## src/rtl/mips_pkg.sv

```systemverilog
// rtl/mips_pkg.sv - opcodes, functs, FSM states, ALU ops and cause codes for the multicycle core
package mips_pkg;

   localparam logic [5:0] OP_RTYPE = 6'h00;
   localparam logic [5:0] OP_ADDI  = 6'h08;
   localparam logic [5:0] OP_LW    = 6'h23;
   localparam logic [5:0] OP_SW    = 6'h2B;
   localparam logic [5:0] OP_BEQ   = 6'h04;
   localparam logic [5:0] OP_BNE   = 6'h05;
   localparam logic [5:0] OP_J     = 6'h02;

   localparam logic [5:0] FN_ADD   = 6'h20;
   localparam logic [5:0] FN_SUB   = 6'h22;
   localparam logic [5:0] FN_AND   = 6'h24;
   localparam logic [5:0] FN_OR    = 6'h25;
   localparam logic [5:0] FN_SLT   = 6'h2A;
   localparam logic [5:0] FN_BREAK = 6'h0D;

   localparam logic [1:0] CAUSE_NONE = 2'd0;
   localparam logic [1:0] CAUSE_OVF  = 2'd1;
   localparam logic [1:0] CAUSE_ILL  = 2'd2;

   typedef enum logic [3:0] {
      RST, FETCH, DECODE, EXEC_R, EXEC_I, MEMADDR, MEMRD,
      MEMWR, WB, BRANCH, JUMP, EXC, HALT
   } state_t;

   typedef enum logic [2:0] {ADD, SUB, AND, OR, SLT} alu_op_t;

   // Returns {signed_overflow, result}; overflow is only meaningful for ADD/SUB.
   function automatic logic [32:0] alu_eval(input alu_op_t op, input logic [31:0] a,
                                            input logic [31:0] b);
      logic [31:0] r;
      logic        v;
      r = 32'd0;
      v = 1'b0;
      case (op)
         ADD: begin r = a + b; v = (a[31] == b[31]) && (r[31] != a[31]); end
         SUB: begin r = a - b; v = (a[31] != b[31]) && (r[31] != a[31]); end
         AND: r = a & b;
         OR:  r = a | b;
         SLT: r = {31'd0, $signed(a) < $signed(b)};
         default: r = 32'd0;
      endcase
      return {v, r};
   endfunction

endpackage

```

## src/rtl/mips_regfile.sv

```systemverilog
// rtl/mips_regfile.sv - 32x32 register file, two async read ports, one sync write port, $0 hardwired
module mips_regfile (
   input  logic        i_clk,
   input  logic        i_rst_n,
   input  logic [4:0]  i_raddr1,
   input  logic [4:0]  i_raddr2,
   output logic [31:0] o_rdata1,
   output logic [31:0] o_rdata2,
   input  logic        i_we,
   input  logic [4:0]  i_waddr,
   input  logic [31:0] i_wdata
);

   logic [31:0] r_regs [0:31];

   assign o_rdata1 = (i_raddr1 == 5'd0) ? 32'd0 : r_regs[i_raddr1];
   assign o_rdata2 = (i_raddr2 == 5'd0) ? 32'd0 : r_regs[i_raddr2];

   always_ff @(posedge i_clk) begin
      if (!i_rst_n) begin
         for (int i = 0; i < 32; i++) r_regs[i] <= 32'd0;
      end else if (i_we && (i_waddr != 5'd0)) begin
         r_regs[i_waddr] <= i_wdata;
      end
   end

endmodule

```

## src/rtl/mips_multiciclo_hs.sv

```systemverilog
// rtl/mips_multiciclo_hs.sv - multicycle MIPS-subset core with handshaked shared memory port,
// exceptions (overflow/illegal) with EPC/cause capture and a halt state
module mips_multiciclo_hs
   import mips_pkg::*;
#(
   parameter logic [31:0] RESET_PC   = 32'h0000_0000,
   parameter logic [31:0] EXC_VECTOR = 32'h0000_0080
) (
   input  logic        clock,
   input  logic        reset,
   output logic        mem_req,
   output logic        mem_we,
   output logic [31:0] mem_addr,
   output logic [31:0] mem_wdata,
   input  logic [31:0] mem_rdata,
   input  logic        mem_ready,
   output logic [31:0] pc,
   output logic [31:0] epc,
   output logic [1:0]  cause,
   output logic        halted,
   output logic [3:0]  state
);

   state_t      r_state;
   logic [31:0] r_pc, r_epc, r_ir, r_a, r_b, r_aluout, r_mdr;
   logic [1:0]  r_cause, r_exc_code;

   logic [5:0]  w_op, w_funct;
   logic [31:0] w_simm, w_rdata1, w_rdata2, w_alu_b, w_alu_res, w_wdata;
   logic [4:0]  w_waddr;
   logic        w_alu_ovf, w_funct_ok;
   alu_op_t     w_alu_op;

   assign w_op    = r_ir[31:26];
   assign w_funct = r_ir[5:0];
   assign w_simm  = {{16{r_ir[15]}}, r_ir[15:0]};
   assign w_waddr = (w_op == OP_RTYPE) ? r_ir[15:11] : r_ir[20:16];
   assign w_wdata = (w_op == OP_LW) ? r_mdr : r_aluout;

   mips_regfile u_rf (
      .i_clk    (clock),
      .i_rst_n  (reset),
      .i_raddr1 (r_ir[25:21]),
      .i_raddr2 (r_ir[20:16]),
      .o_rdata1 (w_rdata1),
      .o_rdata2 (w_rdata2),
      .i_we     (r_state == WB),
      .i_waddr  (w_waddr),
      .i_wdata  (w_wdata)
   );

   always_comb begin
      w_alu_op   = ADD;
      w_funct_ok = 1'b1;
      if (r_state == EXEC_R) begin
         case (w_funct)
            FN_ADD:  w_alu_op = ADD;
            FN_SUB:  w_alu_op = SUB;
            FN_AND:  w_alu_op = AND;
            FN_OR:   w_alu_op = OR;
            FN_SLT:  w_alu_op = SLT;
            default: w_funct_ok = 1'b0;
         endcase
      end
   end

   assign w_alu_b = (r_state == EXEC_R) ? r_b : w_simm;
   assign {w_alu_ovf, w_alu_res} = alu_eval(w_alu_op, r_a, w_alu_b);

   // Bus signals come straight from registered state so they hold steady across wait states.
   assign mem_req   = (r_state == FETCH) || (r_state == MEMRD) || (r_state == MEMWR);
   assign mem_we    = (r_state == MEMWR);
   assign mem_addr  = (r_state == FETCH) ? r_pc : r_aluout;
   assign mem_wdata = r_b;
   assign pc        = r_pc;
   assign epc       = r_epc;
   assign cause     = r_cause;
   assign halted    = (r_state == HALT);
   assign state     = r_state;

   always_ff @(posedge clock) begin
      if (!reset) begin
         r_state    <= RST;
         r_pc       <= RESET_PC;
         r_epc      <= 32'd0;
         r_cause    <= CAUSE_NONE;
         r_exc_code <= CAUSE_NONE;
         r_ir       <= 32'd0;
         r_a        <= 32'd0;
         r_b        <= 32'd0;
         r_aluout   <= 32'd0;
         r_mdr      <= 32'd0;
      end else begin
         case (r_state)
            RST: r_state <= FETCH;
            FETCH: if (mem_ready) begin
               r_ir    <= mem_rdata;
               r_pc    <= r_pc + 32'd4;
               r_state <= DECODE;
            end
            DECODE: begin
               r_a      <= w_rdata1;
               r_b      <= w_rdata2;
               r_aluout <= r_pc + (w_simm << 2);
               case (w_op)
                  OP_RTYPE:       r_state <= EXEC_R;
                  OP_ADDI:        r_state <= EXEC_I;
                  OP_LW, OP_SW:   r_state <= MEMADDR;
                  OP_BEQ, OP_BNE: r_state <= BRANCH;
                  OP_J:           r_state <= JUMP;
                  default: begin r_exc_code <= CAUSE_ILL; r_state <= EXC; end
               endcase
            end
            EXEC_R: begin
               if (w_funct == FN_BREAK)  r_state <= HALT;
               else if (!w_funct_ok) begin r_exc_code <= CAUSE_ILL; r_state <= EXC; end
               else if (w_alu_ovf)   begin r_exc_code <= CAUSE_OVF; r_state <= EXC; end
               else begin r_aluout <= w_alu_res; r_state <= WB; end
            end
            EXEC_I: begin
               if (w_alu_ovf) begin r_exc_code <= CAUSE_OVF; r_state <= EXC; end
               else begin r_aluout <= w_alu_res; r_state <= WB; end
            end
            MEMADDR: begin
               r_aluout <= w_alu_res;
               r_state  <= (w_op == OP_LW) ? MEMRD : MEMWR;
            end
            MEMRD: if (mem_ready) begin r_mdr <= mem_rdata; r_state <= WB; end
            MEMWR: if (mem_ready) r_state <= FETCH;
            WB:    r_state <= FETCH;
            BRANCH: begin
               if ((w_op == OP_BEQ) == (r_a == r_b)) r_pc <= r_aluout;
               r_state <= FETCH;
            end
            JUMP: begin
               r_pc    <= {r_pc[31:28], r_ir[25:0], 2'b00};
               r_state <= FETCH;
            end
            EXC: begin
               r_epc   <= r_pc - 32'd4;
               r_cause <= r_exc_code;
               r_pc    <= EXC_VECTOR;
               r_state <= FETCH;
            end
            HALT:    r_state <= HALT;
            default: r_state <= RST;
         endcase
      end
   end

endmodule

```

## config.mk

```make
export PLATFORM = sky130hd
export DESIGN_NAME = mips_multiciclo_hs
export DESIGN_NICKNAME = d
export VERILOG_FILES = /design/src/rtl/mips_pkg.sv /design/src/rtl/mips_regfile.sv /design/src/rtl/mips_multiciclo_hs.sv
export SDC_FILE = /design/constraint.sdc
export NUM_CORES = 2
export LEC_CHECK = 0
export BUFFER_PORTS_ARGS = -buffer_cell sky130_fd_sc_hd__buf_2
export CAP_MARGIN = 40
export CORE_UTILIZATION = 60
export CTS_CLUSTER_DIAMETER = 200
export CTS_CLUSTER_SIZE = 20
export DETAILED_ROUTE_END_ITERATION = 8
export PLACE_DENSITY_LB_ADDON = 0.1
export SKIP_CTS_REPAIR_TIMING = 1
export SLEW_MARGIN = 20
export SYNTH_ARGS = -nofsm -noshare
export SYNTH_HDL_FRONTEND = slang
export SYNTH_HIERARCHICAL = 1
export SYNTH_SLANG_ARGS = --single-unit
export TNS_END_PERCENT = 5
```

## constraint.sdc

```tcl
create_clock -name clock -period 5.5 [get_ports clock]
set_input_delay 0.55 -clock clock [delete_from_list [all_inputs] [get_ports clock]]
set_output_delay 0.55 -clock clock [all_outputs]
set_load 0.1 [all_outputs]
```

==> results.py <==
metrics = {
    "clock_network": {
        "tritoncts": "yes",
        "insertion_delay_ns": 0.71,
        "cts-htree-levels": 3,
        "clock_tree.buffer_depth": 3,
        "cts.root.buffer_cell": "clkbuf_16",
        "clock_sink_count": 1256,
        "number_of_cts_inserted_buffers": 72,
        "clkTransAtPathRegs_ns": 0.09,
    },
    "logic_synthesis": {
        "netlist_area_sq_um": 72580,
        "post_synth.cell_area_avg_sq_um": 12.00,
        "synth-edff-count": 1024,
        "ys_async_sr_fraction_pct": 0,
        "ys.flop_type": "edfxtp_1",
        "post_synth_num_cell_types": 96,
        "yosys_warnings": 6,
        "yosysSeqAreaShare_pct": 48.77,
        "ys_seq_elements": 1256,
        "synthesis.instances": 6047,
    },
    "pwr": {
        "power.leakage_nw": 27.42,
        "power.ir.vdd_worst_mv": 0.2797,
        "power_density_nw_per_um2": 309.6,
    },
    "setup_path": {
        "worst_setup_path_start_kind": "register",
        "criticalPathCategory": "register to register",
        "critPathRequiredTime_ns": 6.07,
        "cp_data_arrival_time_ns": 5.59,
        "worst_path_largest_cell_delay_ns": 0.54,
        "worstPathCellList": "nor2_1 > nand2_1 > buf_4 > nand2_1 > nand2_1 > inv_1 > ha_1 > nor2b_1 > a2111oi_4 > a211oi_2 > o31ai_4 > buf_4 > nor2_1 > or4_4 > a31oi_4 > o211a_4 > nor2_1 > buf_4 > o211a_1",
        "worst-path-buf-inv": 4,
        "critical_path.startpoint": "state[3]",
        "r2r-start": "state[3]",
        "timing.critical_path.max_delay_family": "compound AO/OA/AOI/OAI gates",
        "critical-path-slowest-cell": "dfxtp_1",
        "worst-r2r-setup-slack_ns": 0.47,
        "cp_max_fo": 18,
        "worst_setup_path_end_kind": "register",
    },
    "routing": {
        "top_signal_layer_used": "met5",
        "dr.first_iter.drc_count": 7430,
        "detailroute.wirelength.met3_mm": 29.99,
        "route.vias.total": 54030,
        "finalWirelength_mm": 260.8,
        "wl_met1_mm": 92.51,
        "drcViolationCount": 1,
        "via_per_inst": 7.049,
        "detail_routed_net_length_per_standard_cell_um": 34.02,
        "met2_length_mm": 118.5,
        "firstDrtPassIters": 9,
        "postRouteAntennaNets": 0,
    },
    "die": {
        "coreArea_sq_um": 120000,
        "row_count": 127,
        "die_w_um": 349.8,
        "design.portCount": 172,
        "start_util_pct": 60.50,
        "dieArea_sq_um": 122400,
        "chipHeight_um": 349.8,
    },
    "sta": {
        "period_minus_slack_ns": 5.027,
        "maxSlewHeadroom_pct": 28.51,
        "rsz0062_at_grt": "false",
        "hold_viol_final": 0,
        "finalClockSkew_ns": 0.05144,
        "final-setup-viol-count": 0,
        "setup_total_negative_slack_ns": 0,
        "smallest_setup_slack_after_layout_ns": 0.4731,
        "post-route-period-util_pct": 91.40,
        "achievable-frequency_ghz": 0.1989,
        "transition_time_at_the_pin_with_the_least_slew_margin_ns": 1.059,
        "slew_violations": 0,
    },
    "placement": {
        "hpwlAfterDp_mm": 175.3,
        "numPortBuffers": 171,
        "placed_cells": 7543,
        "placement.setup.worst_slack_ns": 0.5946,
        "global_placement_routability_congestion": 1.003,
    },
    "status": {
        "run_status": "complete, but fails checks",
        "failing_checks": "DRC",
    },
    "grt": {
        "grt_start_max_net_pins": 81,
        "grt_antenna_before_repair": 22,
        "track_usage_pct": 42.42,
        "grt_pass1_wl_mm": 368.6,
        "overflow": 0,
        "first_global_vias": 51750,
    },
    "finish": {
        "drive_gt1_share_pct": 20.38,
        "final.fill_count": 9092,
        "utilization_pct": 65.06,
        "syn2layout_area_growth_pct": 7.546,
        "final_nets": 6180,
        "stdcell_count": 7666,
    },
    "job": {
        "max_cap_viol_count": 0,
    },
    "worst_hold_path": {
        "min-delay-path-class": "input pin to register",
        "hp-start": "mem_rdata[17]",
    },
}
[cells in the final DEF (no fill, tap or decap), types with 46 or more instances in the layout]
cell type / instances
and2_1: 1004
a211oi_1: 63
mux2_2: 100
nor3_1: 103
nand2_1: 484
a21oi_1: 295
mux2i_1: 172
mux4_2: 472
nor2_1: 212
buf_4: 224
o22ai_1: 119
buf_2: 175
dfxtp_1: 223
ha_1: 127
o21ai_0: 125
xor2_1: 46
a22o_1: 53
inv_1: 115
clkbuf_16: 73
edfxtp_1: 1024
[synth_stat cells, drive strengths merged, types with 8 or more instances]
master   number  area share, %
ha          127            2.2
or4           8          0.088
a311oi       16           0.19
a221o        14           0.19
nand3        47           0.32
nor3        107           0.74
o221ai       15           0.18
o211ai       24           0.27
nand4        21           0.18
and3         19           0.16
mux4        472             15
xor2         46           0.56
o21bai       12           0.12
dfxtp       232            6.4
a22oi        26           0.27
mux2i       172            2.4
or2          12           0.10
nand2       487            2.5
a211oi       72           0.81
o311ai        9           0.11
xnor2        34           0.41
edfxtp     1024             42
inv         119           0.62
o2111ai      12           0.14
nor2b        37           0.32
o21ai       158            1.1
nor2        250            1.3
a31oi        18           0.18
a21o         25           0.26
a22o         53           0.64
o22ai       119            1.0
clkbuf      436            2.3
a221oi       30           0.37
o221a         8           0.12
o31ai        15           0.17
buf         135            1.3
nand2b       26           0.22
a2111oi      66           0.90
a21oi       295            2.0
o21a         11           0.11
mux2        100            1.6
or3          21           0.18
and2       1005            8.7
nor4         32           0.28
[cells by family after synthesis]
logic type | Yosys count | synth area share (%)
AND/OR/NAND/NOR | 2097 | 15.39
flip-flops | 1256 | 48.77
AO/OA/AOI/OAI | 1049 | 9.889
multiplexers | 744 | 18.57
buffers and inverters | 690 | 4.143
adder cells (fa/ha/maj) | 130 | 2.272
XOR/XNOR | 80 | 0.9654
other | 1 | 0.005167
[tightest hold or removal path, stage by stage]
cell and delay (ns):
buf_2 0.11, nand2_1 0.05, a21oi_1 0.05
[metrics by stage]
| step | instance area, sq um | hold WS, ns | total power [mW] |
|---|---|---|---|
| 4_1_cts | 77870 | 0.06661 | 23.95 |
| 3_5_place_dp | 75830 | 0.4454 | 18.39 |
| 3_3_place_gp | 75510 | 0.4393 | 18.28 |
| 6_report | 78050 | 0.09287 | 24.17 |
| 5_1_grt | 78030 | 0.08651 | 24.80 |
| 2_1_floorplan | 72690 | 0.4317 | 15.97 |
[layout make-up]
cell class | instances | area [sq um] | share of cell area [%]
diodes | 15 | 37.54 | 0.04809
well taps | 1612 | 2017 | 2.584
inverters | 119 | 451.7 | 0.5787
multi-input cells | 4132 | 34850 | 44.65
flip-flops and latches | 1256 | 35420 | 45.38
repair buffers | 434 | 3228 | 4.136
clock inverters | 7 | 151.4 | 0.1940
clock buffers | 91 | 1894 | 2.427
[path summary, 6_finish.rpt]
kind,end,depth (start not counted)
worst max-delay path,r_aluout[13],19
worst min-delay path,r_ir[17],3
worst max register to register,r_aluout[13],19
worst min register to register,r_mdr[16],2
[flip-flops by register name, summed over array words and instances (netlist names)]
register and flops:
u_rf/r_regs 1024, epc 32, mem_wdata 32, pc 32, r_a 32, r_aluout 32
r_ir 32, r_mdr 32, state 4, cause 2, r_exc_code 2
[report_power, final]
group	switching [mW]	leakage [nW]	total (mW)	internal, mW
registers	0.605	12.4	11.2	10.6
logic	4.77	14.0	7.21	2.44
clock network	3.21	0.986	5.72	2.51
total	8.59	27.4	24.2	15.6
[layer usage]
metal | vias to the layer above | track usage (%)
li1 | 22510 | -
met1 | 26980 | 53.24
met2 | 3645 | 65.31
met3 | 896 | 10.32
met4 | 6 | 29.02
met5 | - | 0
(Power assumes the default switching activity.)
